<file path="config.mk">
export PLATFORM = sky130hd
export DESIGN_NAME = uart_rx
export DESIGN_NICKNAME = d
export VERILOG_FILES = /design/src/rtl/uart_rx.sv
export SDC_FILE = /design/constraint.sdc
export NUM_CORES = 1
export LEC_CHECK = 0
export CAP_MARGIN = 25
export CORE_MARGIN = 5
export CORE_UTILIZATION = 59
export CTS_CLUSTER_SIZE = 30
export DETAILED_ROUTE_END_ITERATION = 10
export PLACE_DENSITY = 0.83
export SYNTH_ARGS = -nofsm -noshare
export SYNTH_HDL_FRONTEND = slang
export SYNTH_SLANG_ARGS = --single-unit
</file>
<file path="constraint.sdc">
create_clock -name i_clk -period 2.6 [get_ports i_clk]
set_input_delay 0.65 -clock i_clk [delete_from_list [all_inputs] [get_ports i_clk]]
set_output_delay 0.65 -clock i_clk [all_outputs]
set_load 0.005 [all_outputs]
</file>
<file path="src/rtl/uart_rx.sv">
// 8N1 UART receiver with a fixed D clocks per bit, mid-bit sampling and a
// BREAK state that absorbs a held-low line after a framing error.
module uart_rx #(
   parameter int D = 5
) (
   input  logic       i_clk,
   input  logic       i_rst,
   input  logic       i_rxd,
   output logic [7:0] o_data,
   output logic       o_valid,
   output logic       o_ferr,
   output logic       o_busy
);

   localparam int CW = (D > 1) ? $clog2(D) : 1;
   localparam logic [CW-1:0] H_C    = CW'((D - 1) / 2);
   localparam logic [CW-1:0] LAST_C = CW'(D - 1);
   localparam logic [CW-1:0] ONE_C  = CW'(1);
   localparam logic [CW-1:0] ZERO_C = {CW{1'b0}};

   typedef enum logic [2:0] {
      S_IDLE  = 3'd0,
      S_START = 3'd1,
      S_DATA  = 3'd2,
      S_STOP  = 3'd3,
      S_BREAK = 3'd4
   } state_t;

   logic [1:0]    sync_q;
   logic          rxd_s;
   state_t        state_q, state_d;
   logic [CW-1:0] cnt_q, cnt_d;
   logic [2:0]    idx_q, idx_d;
   logic [7:0]    sh_q, sh_d;
   logic [7:0]    data_q, data_d;
   logic          valid_q, valid_d;
   logic          ferr_q, ferr_d;
   logic          busy_q, busy_d;

   // Two-flop synchronizer; resets to the idle (high) line level.
   always_ff @(posedge i_clk or posedge i_rst) begin
      if (i_rst) begin
         sync_q <= 2'b11;
      end else begin
         sync_q <= {sync_q[0], i_rxd};
      end
   end

   assign rxd_s = sync_q[1];

   // Frame FSM and datapath registers.
   always_ff @(posedge i_clk or posedge i_rst) begin
      if (i_rst) begin
         state_q <= S_IDLE;
         cnt_q   <= ZERO_C;
         idx_q   <= 3'd0;
         sh_q    <= 8'h00;
         data_q  <= 8'h00;
         valid_q <= 1'b0;
         ferr_q  <= 1'b0;
         busy_q  <= 1'b0;
      end else begin
         state_q <= state_d;
         cnt_q   <= cnt_d;
         idx_q   <= idx_d;
         sh_q    <= sh_d;
         data_q  <= data_d;
         valid_q <= valid_d;
         ferr_q  <= ferr_d;
         busy_q  <= busy_d;
      end
   end

   // Next-state logic; strobes default low so each lasts exactly one cycle.
   always_comb begin
      state_d = state_q;
      cnt_d   = cnt_q;
      idx_d   = idx_q;
      sh_d    = sh_q;
      data_d  = data_q;
      valid_d = 1'b0;
      ferr_d  = 1'b0;
      case (state_q)
         S_IDLE: begin
            if (!rxd_s) begin
               cnt_d   = ZERO_C;
               state_d = S_START;
            end else begin
               state_d = S_IDLE;
            end
         end
         S_START: begin
            if (cnt_q != H_C) begin
               cnt_d = cnt_q + ONE_C;
            end else if (!rxd_s) begin
               cnt_d   = ZERO_C;
               idx_d   = 3'd0;
               state_d = S_DATA;
            end else begin
               state_d = S_IDLE;
            end
         end
         S_DATA: begin
            if (cnt_q != LAST_C) begin
               cnt_d = cnt_q + ONE_C;
            end else begin
               sh_d  = {rxd_s, sh_q[7:1]};
               cnt_d = ZERO_C;
               idx_d = idx_q + 3'd1;
               if (idx_q == 3'd7) begin
                  state_d = S_STOP;
               end else begin
                  state_d = S_DATA;
               end
            end
         end
         S_STOP: begin
            if (cnt_q != LAST_C) begin
               cnt_d = cnt_q + ONE_C;
            end else if (rxd_s) begin
               data_d  = sh_q;
               valid_d = 1'b1;
               state_d = S_IDLE;
            end else begin
               ferr_d  = 1'b1;
               state_d = S_BREAK;
            end
         end
         // Hold here until the line recovers so a stuck-low line yields one error.
         S_BREAK: begin
            if (rxd_s) begin
               state_d = S_IDLE;
            end else begin
               state_d = S_BREAK;
            end
         end
         default: begin
            state_d = S_IDLE;
         end
      endcase
      busy_d = (state_d != S_IDLE);
   end

   assign o_data  = data_q;
   assign o_valid = valid_q;
   assign o_ferr  = ferr_q;
   assign o_busy  = busy_q;

endmodule

</file>
== Yosys cells after proc, flatten, opt, wreduce, memory -nomap -nowiden ==
Cells that the tools add are included.

* Flip-flop bits (word level): 30
* Input port bits: 3
* Output and inout bits: 11
* Word-level logic and storage cells: 54

* Add/subtract/negate cells: 2
* Equal/unequal tests: 11
* Mux-type cells: 23
* Bitwise gates (word level): 1
* Reductions and logical operators: 8

{| class="wikitable"
|+ Operators with widths
! cell !! count
|-
| 3-bit 2-to-1 mux || 11
|-
| 3-bit case mux with 5 select lines || 1
|-
| 3-bit case mux with 4 select lines || 1
|-
| 1-bit 2-to-1 mux || 8
|-
| 2-bit inequality test (second input constant) || 4
|-
| 3-bit by 1-bit adder with 3-bit output (second input constant) || 2
|-
| 3-bit by 2-bit equality test with 1-bit output (second input constant) || 2
|-
| 3-bit equality test (second input constant) || 2
|-
| 3-bit case mux with 2 select lines || 1
|-
| 2-bit AND reduction || 2
|-
| 4-bit AND reduction || 1
|-
| 4-bit nonzero test || 1
|-
| 3-bit by 1-bit equality test with 1-bit output (second input constant) || 1
|-
| 3-bit zero test || 1
|-
| 3-bit by 2-bit inequality test with 1-bit output (second input constant) || 1
|-
| 3-bit inequality test (second input constant) || 1
|-
| 3-bit AND reduction || 1
|-
| 3-bit nonzero test || 1
|-
| 2-bit 2-to-1 mux || 1
|-
| 2-bit nonzero test || 1
|-
| 1-bit NOT || 1
|}

== Longest topological paths before layout ==
Gate-level depths: netlist of run 1.

* Depth in word-level cells: 5
* Gate-level depth with buffers: 7
* Mapped depth without buffers: 6

== Worst setup path before layout of run 1 ==
Ideal clock, no wire load.

* Path kind: register to register
* Start point: register cnt_q[0]
* End point: register sh_q[0]
* Library setup time: 0.125 ns
* Data arrival time: 1.526 ns
* Required time: 2.475 ns
* Path slack: 0.949 ns
* Cell stages (with the launch flop): 7
* Buffers on the path: 1
* Clock period less this slack: 1.651 ns
* Cells stage by stage: dfrtp_1 inv_1 ha_1 nand2_1 nor4_4 buf_6 mux2_4

* Cells in the longest elaborated chain, start to end: 3

{| class="wikitable"
|+ RTL lines
! what !! line !! source
|-
| from (decl) || 32 || <nowiki>logic [CW-1:0] cnt_q, cnt_d;</nowiki>
|-
| from (signal assigned) || 64 || <nowiki>cnt_q <= cnt_d;</nowiki>
|-
| 3-bit inequality test || 104 || <nowiki>if (cnt_q != LAST_C) begin</nowiki>
|-
| 1-bit NOT (no source line) || -- ||
|-
| 2-bit AND reduction (no source line) || -- ||
|-
| to (signal assigned) || 57 || <nowiki>sh_q <= 8'h00;</nowiki>
|-
| to (signal assigned) || 66 || <nowiki>sh_q <= sh_d;</nowiki>
|-
| to (decl) || 34 || <nowiki>logic [7:0] sh_q, sh_d;</nowiki>
|}

Every way passes these cells.
A chain may end at the register's enable or synchronous reset.

== Worst setup path after layout of run 1 ==
* Start point: register cnt_q[0]
* End point: register sh_q[2]

The elaborated chain is that of the path after synthesis.

==> results of run 1 <==
[metrics by stage]
step	hold slack, ns	cell area, sq um	utilization [%]
2_1_floorplan	0.345	1440	-
3_3_place_gp	0.346	1540	67.8
3_5_place_dp	0.353	1540	67.8
4_1_cts	0.365	1660	72.7
5_1_grt	0.371	1660	72.7
6_report	0.365	1660	72.7
[area by class of cell]
cell class / instances / area share, %
Sequential cell: 30 / 45.5
Multi-Input combinational cell: 63 / 35.8
Timing Repair Buffer: 15 / 8.77
Clock inverter: 2 / 3.63
Clock buffer: 6 / 3.10
Tap cell: 28 / 2.12
Inverter: 5 / 1.13
[cells by family (layout without fill, tap and decap cells)]
group | count (synthesis) | count (layout)
adders and majority gates | 5 | 5
buffers and inverters | 12 | 28
and+or+nand+nor | 24 | 24
AOI/OAI and AO/OA | 16 | 16
DFF | 30 | 30
muxes | 18 | 18
[registers in the layout (all words and copies together) (netlist names)]
signal / count
sync_q: 2
idx_q: 3
o_data: 8
o_ferr: 1
o_valid: 1
o_busy: 1
sh_q: 8
state_q: 3
cnt_q: 3
[report_power, final]
| part | switching [W] | leakage [nW] | internal [W] | total [W] |
|---|---|---|---|---|
| combinational | 0.000165 | 0.321 | 0.000171 | 0.000336 |
| clock | 0.000156 | 0.0585 | 0.000326 | 0.000482 |
| sequential | 0.0000915 | 0.397 | 0.000529 | 0.000620 |
[cell usage after synthesis]
cell type,instances
a211o_1,1
a311oi_1,1
dfstp_2,2
buf_12,1
inv_1,4
nor2b_1,1
nand2_1,8
o21ai_0,2
a22o_1,2
nand2b_1,1
buf_6,4
a221oi_1,2
nor2_1,6
nor4_2,1
inv_2,1
nand4_2,1
o22ai_1,1
o2bb2ai_1,1
and2_1,1
dfrtp_1,28
o311ai_0,1
a21oi_1,3
mux2_4,16
nand3b_2,1
nor4_4,1
a31oi_1,1
a22o_2,1
clkbuf_1,2
nor3_1,1
ha_1,5
mux2_2,2
and2_4,1
nor2_2,1
[worst register-to-register path: cells and delay by family (launching register included)]
kind	cells	cell delay (ns)
adders and majority gates	1	0.28
buffers and inverters	2	0.36
DFF	1	0.38
muxes	1	0.30
and+or+nand+nor	2	0.59
[final timing paths]
| kind | startpoint | slack (ns) | endpoint | depth (start not counted) |
|---|---|---|---|---|
| worst max-delay path | cnt_q[0]$_DFFE_PP0P_ | 0.58 | sh_q[2]$_DFFE_PP0P_ | 6 |
| worst min-delay path | sync_q[0]$_DFF_PP1_ | 0.37 | sync_q[1]$_DFF_PP1_ | 0 |
| worst max register to register | cnt_q[0]$_DFFE_PP0P_ | 0.58 | sh_q[2]$_DFFE_PP0P_ | 6 |
| worst min register to register | sync_q[0]$_DFF_PP1_ | 0.37 | sync_q[1]$_DFF_PP1_ | 0 |
| max in group asynchronous | i_rst | 1.55 | sync_q[0]$_DFF_PP1_ | 3 |
| min in group asynchronous | i_rst | 0.72 | o_valid$_DFF_PP0_ | 3 |
[layer usage]
layer  routed length [um]  vias up
met5                    0        -
met2                 1050       23
met1                 1090      406
li1                     -      399
met4                   12        0
met3                  121        2
==> results.cfg, run 1 <==
[cells_and_area]
diodes = 0
area_delta_synth_final_pct = 15.2
final_cell_mix = 28 x dfrtp_1, 16 x mux2_4, 13 x clkdlybuf4s50_1, 8 x nand2_1, 6 x nor2_1
final_common_cell = dfrtp_1
drive_above_1_share_pct = 31.4
fillers = 149
nNetsFinal = 128
instances_no_fill = 149
multi_input_area_sq_um = 592
regArea_sq_um = 753

[status]
status = completed

[die]
start_util_pct = 63.1
row_count = 17
die_w_um = 59.3
die_area_sq_um = 3520
core_area_sq_um = 2280
dieHeight_um = 59.3
io_pins = 14

[synthesis]
synth_compound_area_share_pct = 8.19
synth_top_family_by_area = multiplexers
synth-xor-area-share_pct = 0
ys_ff_latch = 30
yosys.area_share.simple_pct = 10.4
synthCells = 105
synth_top_area_share_pct = 48.8
ys_warn_count = 0
synth_fp_nets = 113
synth.area.mux_share_pct = 18.3
synth_area_leaders = dfrtp_1 49%, mux2_4 17%, ha_1 4.4%
synth_area_leader_cell = dfrtp_1
avgSynthCellArea_sq_um = 13.7
synth_area_sq_um = 1440
synth.distinct_cells = 33
yosysSeqAreaShare_pct = 52.4
synthAdderAreaFrac_pct = 4.36

[grt]
track_usage_pct = 15.2
grt_pass1_vias = 830
use_met3_pct = 5.23
globalRouteOverflowTotal = 0
antenna_found_initial = 0
grt_start_max_net_pins = 31
met2_usage_pct = 22.5
grt_pass1_wl_um = 3930
grt_busiest_layer = met2
gr-usage-met1_pct = 19.7

[timing]
rsz0062_at_grt = false
slew_viol_final = 0
tns_ns = 0
setup_viol = 0
hold_viol_final = 0
relSlewSlack_pct = 65.6
tightest_slew_ns = 0.513
fin_skew_ns = 0.0146
fin_ws_ns = 0.583
fmax_ghz = 0.496
fin_crit_ns = 2.02
post-route-period-util_pct = 77.6

[placed_design]
hpwlAfterDp_um = 1570
place_ws_ns = 0.576
routabilityCongestion = 0.872
dp.cells = 141
port_buffers = 13

[critical_path]
crit_type = register to register
slowest_stage = nor4_4
crit_buf_inv = 2
critPathCaptureType = register
cp_data_required_time_ns = 2.81
critical-path-max-stage-delay_ns = 0.42
cp_top_family = simple AND/OR/NAND/NOR gates
critPathLaunchType = register
cp.arrival_ns = 2.22
crit_chain = inv_1 -> ha_1 -> nand2_1 -> nor4_4 -> buf_4 -> mux2_4
cp_max_fo = 8

[clock_network]
cts-root-buf = clkbuf_4
cts_buffers = 5
clk_pin_slew_ns = 0.09
cts.path.max_buffers = 2
cts_setup_buffers = 0
ctsHoldBuffers = 0
insertion_delay_ns = 0.32
htreeDepth = 2
cts_resized = 0
cts_tree = done
cts_sinks = 30

[min_path]
hold_path_class = register to register

[detailed_routing]
drtAntennaViolNets = 0
drt_iter0_drc = 22
routedWlPerCell_um = 15.2
route.detailed.drc = 0
firstDrtPassIters = 4
vias_per_cell = 5.57
routed_wl_um = 2270
route.vias.total = 830

[power_and_ir_drop]
finalPower_w = 0.00144
powerDensity_nw_per_um2 = 869
total_leakage_power_nw = 0.777
peakVddDrop_uv = 887

[job]
drv_cap = 0
(Power assumes the default switching activity.)
==> run 2, diff against run 1 <==
Settings changed: CORE_UTILIZATION 59 to 50, PLACE_DENSITY 0.83 to 0.75.
Clock period 2.6 ns to 1.8 ns, I/O delays scaled along.
==> run 2 against run 1 <==
Effect of this change:
- clock power fell by 16%
- sequential cell count unchanged
- setup slack worse by 0.51 ns
- hold slack lost 0.0071 ns
- global-route usage is 1.6 points lower
- power rose by 26%
- non-clock buffer count up 3
- clock skew fell by 0.0058 ns
- critical endpoint is now sh_q[7]$_DFFE_PP0P_
- largest cell class unchanged
- largest power group unchanged
- highest routed layer unchanged
==> results.cfg, run 2 (synthesized netlist as in run 1, its figures left out) <==
[grt]
globalRouteOverflowTotal = 0
grt_busiest_layer = met2
grt_start_max_net_pins = 31
track_usage_pct = 13.5
grt_pass1_vias = 908
grt_pass1_wl_um = 4170
gr-usage-met1_pct = 15.6
antenna_found_initial = 0
met2_usage_pct = 20.8
use_met3_pct = 4.09

[timing]
holdWs_ns = 0.358
rsz0062_at_grt = true
slew_viol_final = 0
fin_skew_ns = 0.00886
fmax_ghz = 0.580
fin_crit_ns = 1.72
post-route-period-util_pct = 95.7
setup_viol = 0
tightest_slew_ns = 0.509
hold_viol_final = 0
relSlewSlack_pct = 66.0

[critical_path]
crit_type = register to register
cp_max_fo = 11
crit_chain = inv_1 -> ha_2 -> nand2_1 -> nor4_4 -> buf_12 -> mux2_2
critPathCaptureType = register
cp.arrival_ns = 1.95
critPathLaunchType = register
cp-startpoint = cnt_q[0]$_DFFE_PP0P_
cp_data_required_time_ns = 2.02
critical-path-max-stage-delay_ns = 0.39
slowest_stage = dfrtp_1
rr_startpoint = cnt_q[0]$_DFFE_PP0P_

[power_and_ir_drop]
finalPower_w = 0.00181
powerDensity_nw_per_um2 = 1090
total_leakage_power_nw = 0.774
peakVddDrop_uv = 783

[die]
start_util_pct = 52.1
io_pins = 14
die_w_um = 63.6
core_area_sq_um = 2760
die_area_sq_um = 4040
dieHeight_um = 63.6
row_count = 19

[detailed_routing]
drt_iter0_drc = 11
routed_wl_um = 2370
route.vias.total = 849
routedWlPerCell_um = 15.2
drtAntennaViolNets = 0
firstDrtPassIters = 4
vias_per_cell = 5.44
route.detailed.drc = 0

[clock_network]
cts_sinks = 30
cts_buffers = 5
insertion_delay_ns = 0.33
clk_pin_slew_ns = 0.09
cts-root-buf = clkbuf_4
cts.path.max_buffers = 2
cts_tree = done
htreeDepth = 2

[placed_design]
port_buffers = 13
routabilityCongestion = 0.862
hpwlAfterDp_um = 1680

[cells_and_area]
final_common_cell = dfrtp_1
diodes = 0
drive_above_1_share_pct = 33.6
fillers = 216
final_cell_mix = 28 x dfrtp_1, 16 x mux2_4, 13 x clkdlybuf4s50_1, 8 x nand2_1, 6 x nor2_1
area_delta_synth_final_pct = 15.4
nNetsFinal = 132

[min_path]
hold_path_class = register to register
hp-start = sync_q[0]$_DFF_PP1_

[job]
drv_cap = 0

[status]
status = completed
[run 2: cell types whose count changed in the layout (fill, tap and decap cells not counted), sizes merged]
cell	previous run	this run
clkbuf	6	7
bufinv	2	0
and2	2	3
buf	2	5
clkinv	0	1
[run 2: worst paths after layout]
check / to / cells past startpoint / slack (ns)
worst max-delay path: sh_q[7]$_DFFE_PP0P_ / 6 / 0.08
worst min-delay path: sync_q[1]$_DFF_PP1_ / 0 / 0.36
worst max register to register: sh_q[7]$_DFFE_PP0P_ / 6 / 0.08
worst min register to register: sync_q[1]$_DFF_PP1_ / 0 / 0.36
max in group asynchronous: sync_q[1]$_DFF_PP1_ / 3 / 1.00
min in group asynchronous: o_data[7]$_DFFE_PP0P_ / 3 / 0.49
[run 2: critical path, delay by kind of cell, from the launching register on]
family	cells	cell delay [ns]
buf+inv	2	0.30
fa+ha+maj	1	0.25
mux	1	0.33
flops	1	0.39
simple gates	2	0.36
[run 2: layer usage]
layer / wire (um) / up-vias
li1: - / 407
met1: 1080 / 415
met2: 1110 / 19
met3: 100 / 8
met4: 78 / 0
met5: 0 / -
[run 2: stage by stage]
step	setup TNS [ns]	setup WS, ns	utilization (%)	std cells	cell area, sq um
final	0	0.0765	60.1	156	1660
after global routing	-0.00858	-0.00426	60.1	156	1660
after CTS	0	0.0142	59.6	155	1640
after detailed placement	0	0.0218	57.4	147	1580
after global placement	0	0.0950	57.4	147	1580
after floorplan	0	0.149	-	105	1440
[run 2: what timing repair did]
action                                  CTS  global route
hold endpoints to repair                  0             0
setup buffers                             0             0
resized for setup                         0             2
hold buffers                              0             0
endpoints found under the setup margin    0            18
[run 2: final cells by class]
type	instances	area (sq um)	area share, %
well taps	31	38.8	2.34
flip-flops and latches	30	753	45.4
clock inverters	1	5.00	0.302
inverters	5	18.8	1.13
multi-input cells	64	607	36.6
repair buffers	18	180	10.9
clock buffers	7	55.1	3.32
[run 2: power by group]
group | total, W | switching (W) | leakage (nW) | internal, W
clock network | 0.000405 | 0.000216 | 0.0353 | 0.000189
logic | 0.000521 | 0.000252 | 0.342 | 0.000270
registers | 0.000883 | 0.000119 | 0.397 | 0.000764
total | 0.00181 | 0.000586 | 0.774 | 0.00122
==> run 3, diff against run 2 <==
Settings changed: CORE_UTILIZATION 50 to 55, DONT_BUFFER_PORTS set to 1, GPL_TIMING_DRIVEN set to 1, PLACE_DENSITY 0.75 to 0.74.
==> run 3 against run 2 <==
Effect of this change:
- utilization up 1.6 points
- first-iteration DRC count up 73%
- design area down 7.8%
==> results.cfg, run 3 (synthesized netlist as in run 1, its figures left out) <==
[status]
status = completed

[min_path]
hold_path_class = input pin to register
hp-start = i_rxd
whs_path_depth = 0
hold_end = sync_q[0]$_DFF_PP1_

[detailed_routing]
top_layer_used = met4
wl_met2_um = 1030
route.vias.total = 801
drtAntennaViolNets = 0
routed_wl_um = 2310
vias_per_cell = 5.60
met1Wirelength_um = 1070
wl_met3_um = 143
routedWlPerCell_um = 16.2
route.detailed.drc = 0
firstDrtPassIters = 4
drt_iter0_drc = 19

[timing]
fin_skew_ns = 0.00698
setup_viol = 0
fmax_ghz = 0.598
tightest_slew_ns = 0.401
relSlewSlack_pct = 73.2
fin_crit_ns = 1.67
rsz0062_at_grt = false
holdWs_ns = 0.116
slew_viol_final = 0
post-route-period-util_pct = 92.9
hold_viol_final = 0
tns_ns = 0

[clock_network]
cts-root-buf = clkbuf_4
cts_sinks = 30
insertion_delay_ns = 0.33
cts_tree = done
clk_pin_slew_ns = 0.08
cts.path.max_buffers = 2
htreeDepth = 2
cts_buffers = 5

[power_and_ir_drop]
clkPwrFrac_pct = 22.5
comb_power_share_pct = 27.3
seqPwrFrac_pct = 50.1
peakVddDrop_uv = 856
total_leakage_power_nw = 0.734
p_sw_share_pct = 32.3
intPower_w = 0.00120
p_sw_w = 0.000573
finalPower_w = 0.00178
powerDensity_nw_per_um2 = 1160

[cells_and_area]
fillers = 193
final_common_cell = dfrtp_1
diodes = 0
final_cell_area_sq_um = 1530
nNetsFinal = 120
final_cell_mix = 28 x dfrtp_1, 16 x mux2_4, 8 x nand2_1, 6 x nor2_1
area_delta_synth_final_pct = 6.45
drive_above_1_share_pct = 36.3

[die]
dieHeight_um = 61.1
row_count = 18
start_util_pct = 58.0
core_area_sq_um = 2480
io_pins = 14
die_area_sq_um = 3730
die_w_um = 61.1

[critical_path]
rr_startpoint = cnt_q[0]$_DFFE_PP0P_
cp.arrival_ns = 1.89
cp_data_required_time_ns = 2.01
cp_max_fo = 11
r2r_setup_slack_ns = 0.13
crit_type = register to register
worst-r2r-cell-count = 6
rr_endpoint = sh_q[7]$_DFFE_PP0P_
critPathLaunchType = register
critPathCaptureType = register

[grt]
globalRouteOverflowTotal = 0
grt_start_max_net_pins = 23
antenna_found_initial = 0
grt_pass1_wl_um = 4050
grt_pass1_vias = 840
track_usage_pct = 15.8

[placed_design]
place_area_sq_um = 1460
hpwlAfterDp_um = 1670
routabilityCongestion = 0.879
port_buffers = 0

[job]
drv_cap = 0
run 3: final cells by class:
| cell class | count | area, sq um | share of cell area [%] |
|---|---|---|---|
| Sequential cell | 30 | 753 | 49.3 |
| Clock inverter | 1 | 5.00 | 0.327 |
| Tap cell | 30 | 37.5 | 2.45 |
| Multi-Input combinational cell | 63 | 592 | 38.7 |
| Clock buffer | 7 | 55.1 | 3.60 |
| Inverter | 5 | 18.8 | 1.23 |
| Timing Repair Buffer | 7 | 67.6 | 4.42 |
run 3: what timing repair did:
action / in CTS / in global routing
setup buffers: 0 / 0
hold buffers: 1 / 0
endpoints found under the hold margin: 6 / 0
gates resized for setup: 0 / 0
run 3: metrics by stage:
stage	utilization (%)	worst slack, ns	cells
floorplan	-	0.149	105
global placement	58.9	0.165	134
detailed placement	58.9	0.141	134
CTS	61.7	0.123	143
global route	61.7	0.0140	143
finish	61.7	0.128	143
run 3: worst max path at each step:
stage                         start  slack, ns  cells after the start                     to
3_5_place_dp   cnt_q[0]$_DFFE_PP0P_       0.14                      6  o_data[5]$_DFFE_PP0P_
2_1_floorplan  cnt_q[0]$_DFFE_PP0P_       0.15                      6    sh_q[0]$_DFFE_PP0P_
4_1_cts        cnt_q[0]$_DFFE_PP0P_       0.12                      6    sh_q[7]$_DFFE_PP0P_
3_3_place_gp   cnt_q[0]$_DFFE_PP0P_       0.16                      6    sh_q[7]$_DFFE_PP0P_
5_1_grt        cnt_q[0]$_DFFE_PP0P_       0.01                      6    sh_q[7]$_DFFE_PP0P_
6_report       cnt_q[0]$_DFFE_PP0P_       0.13                      6    sh_q[7]$_DFFE_PP0P_
run 3: metal layers:
metal  vias to the layer above  track usage, %
met3                         8            6.29
met2                        20            21.3
met4                         0            10.5
met5                         -               0
met1                       388            20.9
li1                        385               -
run 3: power groups by stage:
| stage | Combinational, W | Clock (W) | Sequential, W |
|---|---|---|---|
| 2_1_floorplan | 0.000476 | 0 | 0.000832 |
| 3_3_place_gp | 0.000468 | 0 | 0.000897 |
| 3_5_place_dp | 0.000483 | 0 | 0.000903 |
| 4_1_cts | 0.000489 | 0.000422 | 0.000890 |
| 5_1_grt | 0.000553 | 0.000445 | 0.000913 |
| 6_report | 0.000485 | 0.000401 | 0.000891 |
run 3: worst max-delay path: stages, from the launching register on:
cell	delay, ns
dfrtp_1	0.38
inv_1	0.10
ha_1	0.21
nand2_1	0.11
nor4_4	0.24
buf_12	0.19
mux2_2	0.33
